--- config.mk ---
export PLATFORM = sky130hd
export DESIGN_NAME = note_detector
export DESIGN_NICKNAME = d
export VERILOG_FILES = /design/src/rtl/note_pkg.sv /design/src/rtl/tone_sync_edge.sv /design/src/rtl/note_detector.sv
export SDC_FILE = /design/constraint.sdc
export NUM_CORES = 1
export LEC_CHECK = 0
export ABC_CLOCK_PERIOD_IN_PS = 14150
export CAP_MARGIN = 10
export CORE_ASPECT_RATIO = 0.75
export CORE_MARGIN = 5
export CORE_UTILIZATION = 50
export CTS_CLUSTER_DIAMETER = 80
export DETAILED_ROUTE_END_ITERATION = 6
export GPL_ROUTABILITY_DRIVEN = 0
export PLACE_DENSITY = 0.68
export SLEW_MARGIN = 20
export SYNTH_ARGS = -nofsm -noshare
export SYNTH_HDL_FRONTEND = slang
export SYNTH_HIERARCHICAL = 1
export SYNTH_SLANG_ARGS = --single-unit
--- constraint.sdc ---
create_clock -name CLK -period 14.15 [get_ports CLK]
set_input_delay 2.83 -clock CLK [delete_from_list [all_inputs] [get_ports CLK]]
set_output_delay 2.83 -clock CLK [all_outputs]
set_load 0.05 [all_outputs]
--- src/rtl/note_pkg.sv ---
// Shared definitions for the note detector: note codes, nominal half-period
// table (CLK cycles at 100 MHz) and the FSM state encoding.
package note_pkg;

  localparam int NUM_NOTES = 8;

  localparam logic [3:0] NOTE_NONE = 4'd0;
  localparam logic [3:0] NOTE_C4   = 4'd1;
  localparam logic [3:0] NOTE_D4   = 4'd2;
  localparam logic [3:0] NOTE_E4   = 4'd3;
  localparam logic [3:0] NOTE_F4   = 4'd4;
  localparam logic [3:0] NOTE_G4   = 4'd5;
  localparam logic [3:0] NOTE_A4   = 4'd6;
  localparam logic [3:0] NOTE_B4   = 4'd7;
  localparam logic [3:0] NOTE_C5   = 4'd8;

  typedef enum logic [1:0] {
    ST_IDLE    = 2'd0,
    ST_ARM     = 2'd1,
    ST_CONFIRM = 2'd2,
    ST_LOCKED  = 2'd3
  } note_state_e;

  function automatic int unsigned nom_half_period(logic [3:0] code);
    case (code)
      NOTE_C4: return 32'd191110;
      NOTE_D4: return 32'd170266;
      NOTE_E4: return 32'd151685;
      NOTE_F4: return 32'd143172;
      NOTE_G4: return 32'd127551;
      NOTE_A4: return 32'd113636;
      NOTE_B4: return 32'd101215;
      NOTE_C5: return 32'd95602;
      default: return 32'd0;
    endcase
  endfunction

endpackage

--- src/rtl/tone_sync_edge.sv ---
// Two-flop synchronizer for the tone pin plus a third stage; edge_o flags
// either transition for one CLK cycle.
module tone_sync_edge (
  input  logic CLK,
  input  logic RESET,
  input  logic tone_i,
  output logic edge_o
);

  logic [2:0] sync_q;

  // NOTE: non-blocking assignments so every stage samples its pre-edge value.
  always_ff @(posedge CLK or posedge RESET) begin
    if (RESET) sync_q <= '0;
    else       sync_q <= {sync_q[1:0], tone_i};
  end

  assign edge_o = sync_q[1] ^ sync_q[2];

endmodule

--- src/rtl/note_detector.sv ---
// Measures tone half-periods and decodes them to scale notes C4..C5.
// Define NOTE_DETECT_DEBUG_EN to expose the raw measurement on HALF_PERIOD.
// NOM_SHIFT scales the nominal table down (0 = real 100 MHz values).
module note_detector
  import note_pkg::*;
#(
  parameter int TOL_SHIFT = 6,
  parameter int CNT_W     = 18,
  parameter int NOM_SHIFT = 0
) (
  input  logic             CLK,
  input  logic             RESET,
  input  logic             TONE_IN,
  output logic [3:0]       NOTE_CODE,
  output logic             NOTE_VALID,
  output logic             NOTE_STROBE
`ifdef NOTE_DETECT_DEBUG_EN
  ,
  output logic [CNT_W-1:0] HALF_PERIOD
`endif
);

  localparam int              EXT_W   = CNT_W + 1;
  localparam logic [CNT_W-1:0] CNT_MAX = '1;

  logic             edge_s;
  logic [CNT_W-1:0] cnt_q, cnt_d, meas_q;
  logic             cnt_sat, meas_vld_q, meas_sat_q, cls_vld_q;
  logic [3:0]       cls_q, cls_d, cand_q, cand_d, code_q, code_d;
  logic             valid_q, strobe_q;
  note_state_e      state_q, state_d;

  tone_sync_edge u_sync (
    .CLK    (CLK),
    .RESET  (RESET),
    .tone_i (TONE_IN),
    .edge_o (edge_s)
  );

  assign cnt_sat = (cnt_q == CNT_MAX);
  assign cnt_d   = edge_s ? '0 : (cnt_sat ? cnt_q : cnt_q + CNT_W'(1));

  // Measurement stage; the saturated flag forces a "none" classification.
  always_ff @(posedge CLK or posedge RESET) begin
    if (RESET) begin
      cnt_q      <= '0;
      meas_q     <= '0;
      meas_sat_q <= 1'b0;
      meas_vld_q <= 1'b0;
    end else begin
      cnt_q      <= cnt_d;
      meas_vld_q <= edge_s;
      if (edge_s) begin
        meas_q     <= cnt_sat ? cnt_q : cnt_q + CNT_W'(1);
        meas_sat_q <= cnt_sat;
      end
    end
  end

  // NOTE: every variable gets a default first so no path infers a latch.
  always_comb begin
    logic [EXT_W-1:0] meas_x, nom_x, diff_x;
    logic [3:0]       hits;
    cls_d  = NOTE_NONE;
    hits   = '0;
    meas_x = {1'b0, meas_q};
    for (int i = 1; i <= NUM_NOTES; i++) begin
      nom_x  = EXT_W'(nom_half_period(4'(i)) >> NOM_SHIFT);
      diff_x = (meas_x >= nom_x) ? meas_x - nom_x : nom_x - meas_x;
      if (diff_x <= (nom_x >> TOL_SHIFT)) begin
        hits  = hits + 4'd1;
        cls_d = 4'(i);
      end
    end
    if (hits != 4'd1 || meas_sat_q) cls_d = NOTE_NONE;
  end

  always_ff @(posedge CLK or posedge RESET) begin
    if (RESET) begin
      cls_vld_q <= 1'b0;
      cls_q     <= NOTE_NONE;
    end else begin
      cls_vld_q <= meas_vld_q;
      if (meas_vld_q) cls_q <= cls_d;
    end
  end

  // A classified edge always beats saturation; the two cannot coincide anyway.
  always_comb begin
    state_d = state_q;
    cand_d  = cand_q;
    code_d  = code_q;
    if (cls_vld_q) begin
      case (state_q)
        ST_IDLE: state_d = ST_ARM;
        ST_ARM: begin
          if (cls_q != NOTE_NONE) begin
            state_d = ST_CONFIRM;
            cand_d  = cls_q;
          end
        end
        ST_CONFIRM: begin
          if (cls_q == NOTE_NONE) begin
            state_d = ST_ARM;
            code_d  = NOTE_NONE;
          end else if (cls_q == cand_q) begin
            state_d = ST_LOCKED;
            code_d  = cls_q;
          end else begin
            cand_d = cls_q;
          end
        end
        ST_LOCKED: begin
          if (cls_q == NOTE_NONE) begin
            state_d = ST_ARM;
            code_d  = NOTE_NONE;
          end else if (cls_q != code_q) begin
            state_d = ST_CONFIRM;
            cand_d  = cls_q;
          end
        end
        default: state_d = ST_IDLE;
      endcase
    end else if (cnt_sat && !edge_s) begin
      state_d = ST_IDLE;
      code_d  = NOTE_NONE;
    end
  end

  always_ff @(posedge CLK or posedge RESET) begin
    if (RESET) begin
      state_q  <= ST_IDLE;
      cand_q   <= NOTE_NONE;
      code_q   <= NOTE_NONE;
      valid_q  <= 1'b0;
      strobe_q <= 1'b0;
    end else begin
      state_q  <= state_d;
      cand_q   <= cand_d;
      code_q   <= code_d;
      valid_q  <= (code_d != NOTE_NONE);
      strobe_q <= (code_d != code_q);
    end
  end

  assign NOTE_CODE   = code_q;
  assign NOTE_VALID  = valid_q;
  assign NOTE_STROBE = strobe_q;

`ifdef NOTE_DETECT_DEBUG_EN
  assign HALF_PERIOD = meas_q;
`endif

endmodule
==> impl_metrics.py <==
metrics = {
    "power": {
        "switching_component_of_the_power_uw": 422,
        "ir_worst_vdd_mv": 0.0792,
        "power_report.internal_total_uw": 491,
        "p_leak_uw": 0.00370,
        "share_of_total_power_consumed_by_net_switching": 0.462,
        "p_comb_frac": 0.540,
        "p_seq_frac": 0.210,
        "power_per_standard_cell_area_nw_per_um2": 93.7,
        "post-layout-total-power_uw": 913,
        "clockPowerShare": 0.250,
    },
    "synth": {
        "netlist_area_um2": 9310,
        "yosysTopAreaCell": "sky130_fd_sc_hd__dfrtp_1",
        "synth_edf_count": 0,
        "synth.lib_cells_used.distinct": 92,
        "synth_largest_type_area_fraction": 0.156,
        "ys_ff_latch": 58,
        "synth_fp_nets": 1363,
        "synthTopCellsByArea": "sky130_fd_sc_hd__dfrtp_1, sky130_fd_sc_hd__xnor2_1, sky130_fd_sc_hd__o21ai_0",
        "netlist_instances": 1326,
        "synthTopCellsByCount": "sky130_fd_sc_hd__nor2_1, sky130_fd_sc_hd__nand2_1, sky130_fd_sc_hd__o21ai_0",
        "syn_avg_cell_area_um2": 7.02,
        "yosysMostFrequentCell": "sky130_fd_sc_hd__nor2_1",
        "synth.yosys.warnings": 6,
        "synth_flop_cell": "sky130_fd_sc_hd__dfrtp_1",
        "yosysSeqAreaShare": 0.156,
        "ys_async_sr_fraction": 1.00,
    },
    "global_routing": {
        "remaining_global_route_overflow": 0,
        "gr-usage-met3": 0.0817,
        "grt.total_usage": 0.293,
        "top_usage_layer": "met1",
        "gr-usage-met2": 0.390,
        "grt_pass1_vias": 9136,
        "grt_max_degree": 61,
        "grt.met1_usage": 0.446,
        "antenna_found_initial": 0,
        "first_pass_grt_wire_length_mm": 51.6,
    },
    "floorplanning": {
        "die_area_um2": 21500,
        "design.portCount": 9,
        "fp-row-count": 43,
        "floorplan.core_area_um2": 18400,
        "floorplan.die.width_um": 168,
        "dieHeight_um": 128,
        "initial_utilization": 0.506,
    },
    "clocking": {
        "clk_pin_slew_ns": 0.05,
        "clock_tree_from_tritoncts": "done",
        "cts_setup_buffers": 0,
        "clock-sinks": 58,
        "clockRootBuffer": "sky130_fd_sc_hd__clkbuf_16",
        "cts_resized": 0,
        "cts_bufs_inserted": 9,
        "clock_path_buffers": 2,
        "worstSkewPairLatency_ns": 0.34,
        "htreeDepth": 3,
        "ctsHoldBuffers": 0,
    },
    "cells_and_area": {
        "layout.nets": 1293,
        "drive_above_1_share": 0.0682,
        "final_core_utilization": 0.529,
        "insertedDiodeCount": 0,
        "area_delta_synth_final_pct": 4.69,
    },
    "setup_path": {
        "critical-path-top-delay-family": "compound AO/OA/AOI/OAI gates",
        "crit_start": "meas_q[7]$_DFFE_PP0P_",
        "cp.required_ns": 14.43,
        "critical_path_class": "flip-flop to flip-flop",
        "timing.critical_path.arrival_ns": 8.57,
        "timing.critical_path.fanout_max": 43,
        "endpoint_kind": "flip-flop",
        "worstPathBufferInverterCount": 2,
        "timing.critical_path.mode_cell": "sky130_fd_sc_hd__ha_1",
        "crit_path_top_delay_cell": "sky130_fd_sc_hd__o21ai_1",
        "regToRegStartpoint": "meas_q[7]$_DFFE_PP0P_",
        "slowest_delay_ns": 0.84,
        "worst_setup_path_start_kind": "flip-flop",
    },
    "drt": {
        "finalWirelength_mm": 32.4,
        "num_vias": 10538,
        "firstDrtPassIters": 6,
        "wl_per_cell_um": 21.5,
        "vias_per_cell": 6.99,
        "drt.antenna.violating_nets": 0,
        "drt_iter0_markers": 1652,
        "remaining_drc_errors": 0,
    },
    "timing": {
        "post-route-period-util": 0.586,
        "worst_slew_margin_rel": 0.287,
        "final_layout_setup_total_negative_slack_ns": 0,
        "setup_viol_count_final": 0,
        "maxSlewViolCount": 0,
        "hold-worst-slack_ns": 0.352,
        "worst_clock_skew_ns": 0.00662,
        "timing_worst_slew_pin_value_ns": 1.06,
        "timing.final.hold_violations": 0,
        "clock.fmax_mhz": 121,
        "final_period_minus_worst_setup_slack_ns": 8.30,
        "grt_setup_unrepaired": "no",
        "post-route-worst-setup-slack_ns": 5.85,
    },
    "place": {
        "total_of_buffers_placed_on_input_and_output_ports": 8,
        "post-dp-hpwl_mm": 22.7,
        "pre_cts_slack_ns": 6.09,
    },
    "min_path": {
        "worst_hold_path_type": "flip-flop to flip-flop",
        "hold_path.startpoint": "u_sync/sync_q[0]$_DFF_PP0_",
    },
    "status": {
        "status": "finished clean",
    },
    "run": {
        "drv.max_cap_violation_count": 0,
    },
}
## power groups by stage
| stage | Sequential (uW) | Clock [uW] | Combinational, uW |
|---|---|---|---|
| CTS | 191 | 231 | 473 |
| global route | 194 | 242 | 529 |
| detailed placement | 194 | 0 | 470 |
| floorplan | 188 | 0 | 359 |
| finish | 192 | 228 | 493 |
| global placement | 194 | 0 | 468 |
## worst reg2reg max path: cells and delay by family (launching register included)
kind	cells	cell delay [ns]
xor+xnor	3	0.50
fa+ha+maj	6	1.68
buf+inv	2	1.15
flops	1	0.32
compound gates	9	2.54
simple gates	7	1.23
mux	3	0.84
## cells in the final DEF, fill, tap and decap left out, types with 17 or more instances in the layout
| master | n |
|---|---|
| sky130_fd_sc_hd__xor2_1 | 20 |
| sky130_fd_sc_hd__nor3_1 | 39 |
| sky130_fd_sc_hd__o31ai_1 | 19 |
| sky130_fd_sc_hd__a21o_1 | 19 |
| sky130_fd_sc_hd__and2_1 | 19 |
| sky130_fd_sc_hd__a31oi_1 | 20 |
| sky130_fd_sc_hd__nand3_1 | 42 |
| sky130_fd_sc_hd__inv_1 | 31 |
| sky130_fd_sc_hd__nand4_1 | 25 |
| sky130_fd_sc_hd__mux2i_1 | 35 |
| sky130_fd_sc_hd__nand2_1 | 114 |
| sky130_fd_sc_hd__buf_4 | 22 |
| sky130_fd_sc_hd__o21ai_0 | 97 |
| sky130_fd_sc_hd__a21oi_1 | 96 |
| sky130_fd_sc_hd__dfrtp_1 | 57 |
| sky130_fd_sc_hd__xnor2_1 | 72 |
| sky130_fd_sc_hd__nor2_1 | 129 |
| sky130_fd_sc_hd__ha_1 | 34 |
| sky130_fd_sc_hd__nor2b_1 | 18 |
| sky130_fd_sc_hd__o211ai_1 | 17 |
## metrics by stage
stage | std cells | cell area (um2)
after floorplan | 1326 | 9310
after global placement | 1492 | 9430
after detailed placement | 1492 | 9430
after CTS | 1508 | 9740
after global routing | 1508 | 9740
final | 1508 | 9740
## metal layers
layer,wire (um),up-vias
li1,-,4814
met1,14100,4900
met2,12600,722
met3,4540,102
met4,1130,0
met5,0,-
## area by class of cell
type / instances / area (um2)
clock buffer: 14 / 274
fill: 1822 / 8660
clock inverter: 2 / 35.0
tap: 247 / 309
inverter: 40 / 150
multi-input combinational: 1117 / 7280
sequential: 58 / 1450
timing repair buffer: 30 / 245
## logic make-up after synthesis
logic type,Yosys count,synth area share
DFF,58,0.156
AOI/OAI and AO/OA,445,0.327
xor gates and xnor gates,93,0.0875
adders and majority gates,35,0.0468
buffers and inverters,151,0.0641
muxes,42,0.0461
and+or+nand+nor,502,0.273
## state kept, by name, indices dropped and copies added, names as in the netlist
| name | flops |
|---|---|
| NOTE_VALID | 1 |
| NOTE_CODE | 4 |
| meas_sat_q | 1 |
| state_q | 2 |
| cls_q | 4 |
| NOTE_STROBE | 1 |
| cand_q | 4 |
| meas_q | 18 |
| meas_vld_q | 1 |
| cnt_q | 18 |
| cls_vld_q | 1 |
| u_sync/sync_q | 3 |
## final timing paths
| kind | endpoint | slack (ns) | depth (start not counted) |
|---|---|---|---|
| worst max register to register | cls_q[3]$_DFFE_PP0P_ | 5.85 | 30 |
| worst min-delay path | u_sync/sync_q[1]$_DFF_PP0_ | 0.35 | 0 |
| min in group asynchronous | u_sync/sync_q[1]$_DFF_PP0_ | 2.72 | 2 |
| worst min register to register | u_sync/sync_q[1]$_DFF_PP0_ | 0.35 | 0 |
| max in group asynchronous | meas_q[11]$_DFFE_PP0P_ | 10.62 | 3 |
| worst max-delay path | cls_q[3]$_DFFE_PP0P_ | 5.85 | 30 |
No activity file was read; power rests on OpenSTA's default activity.
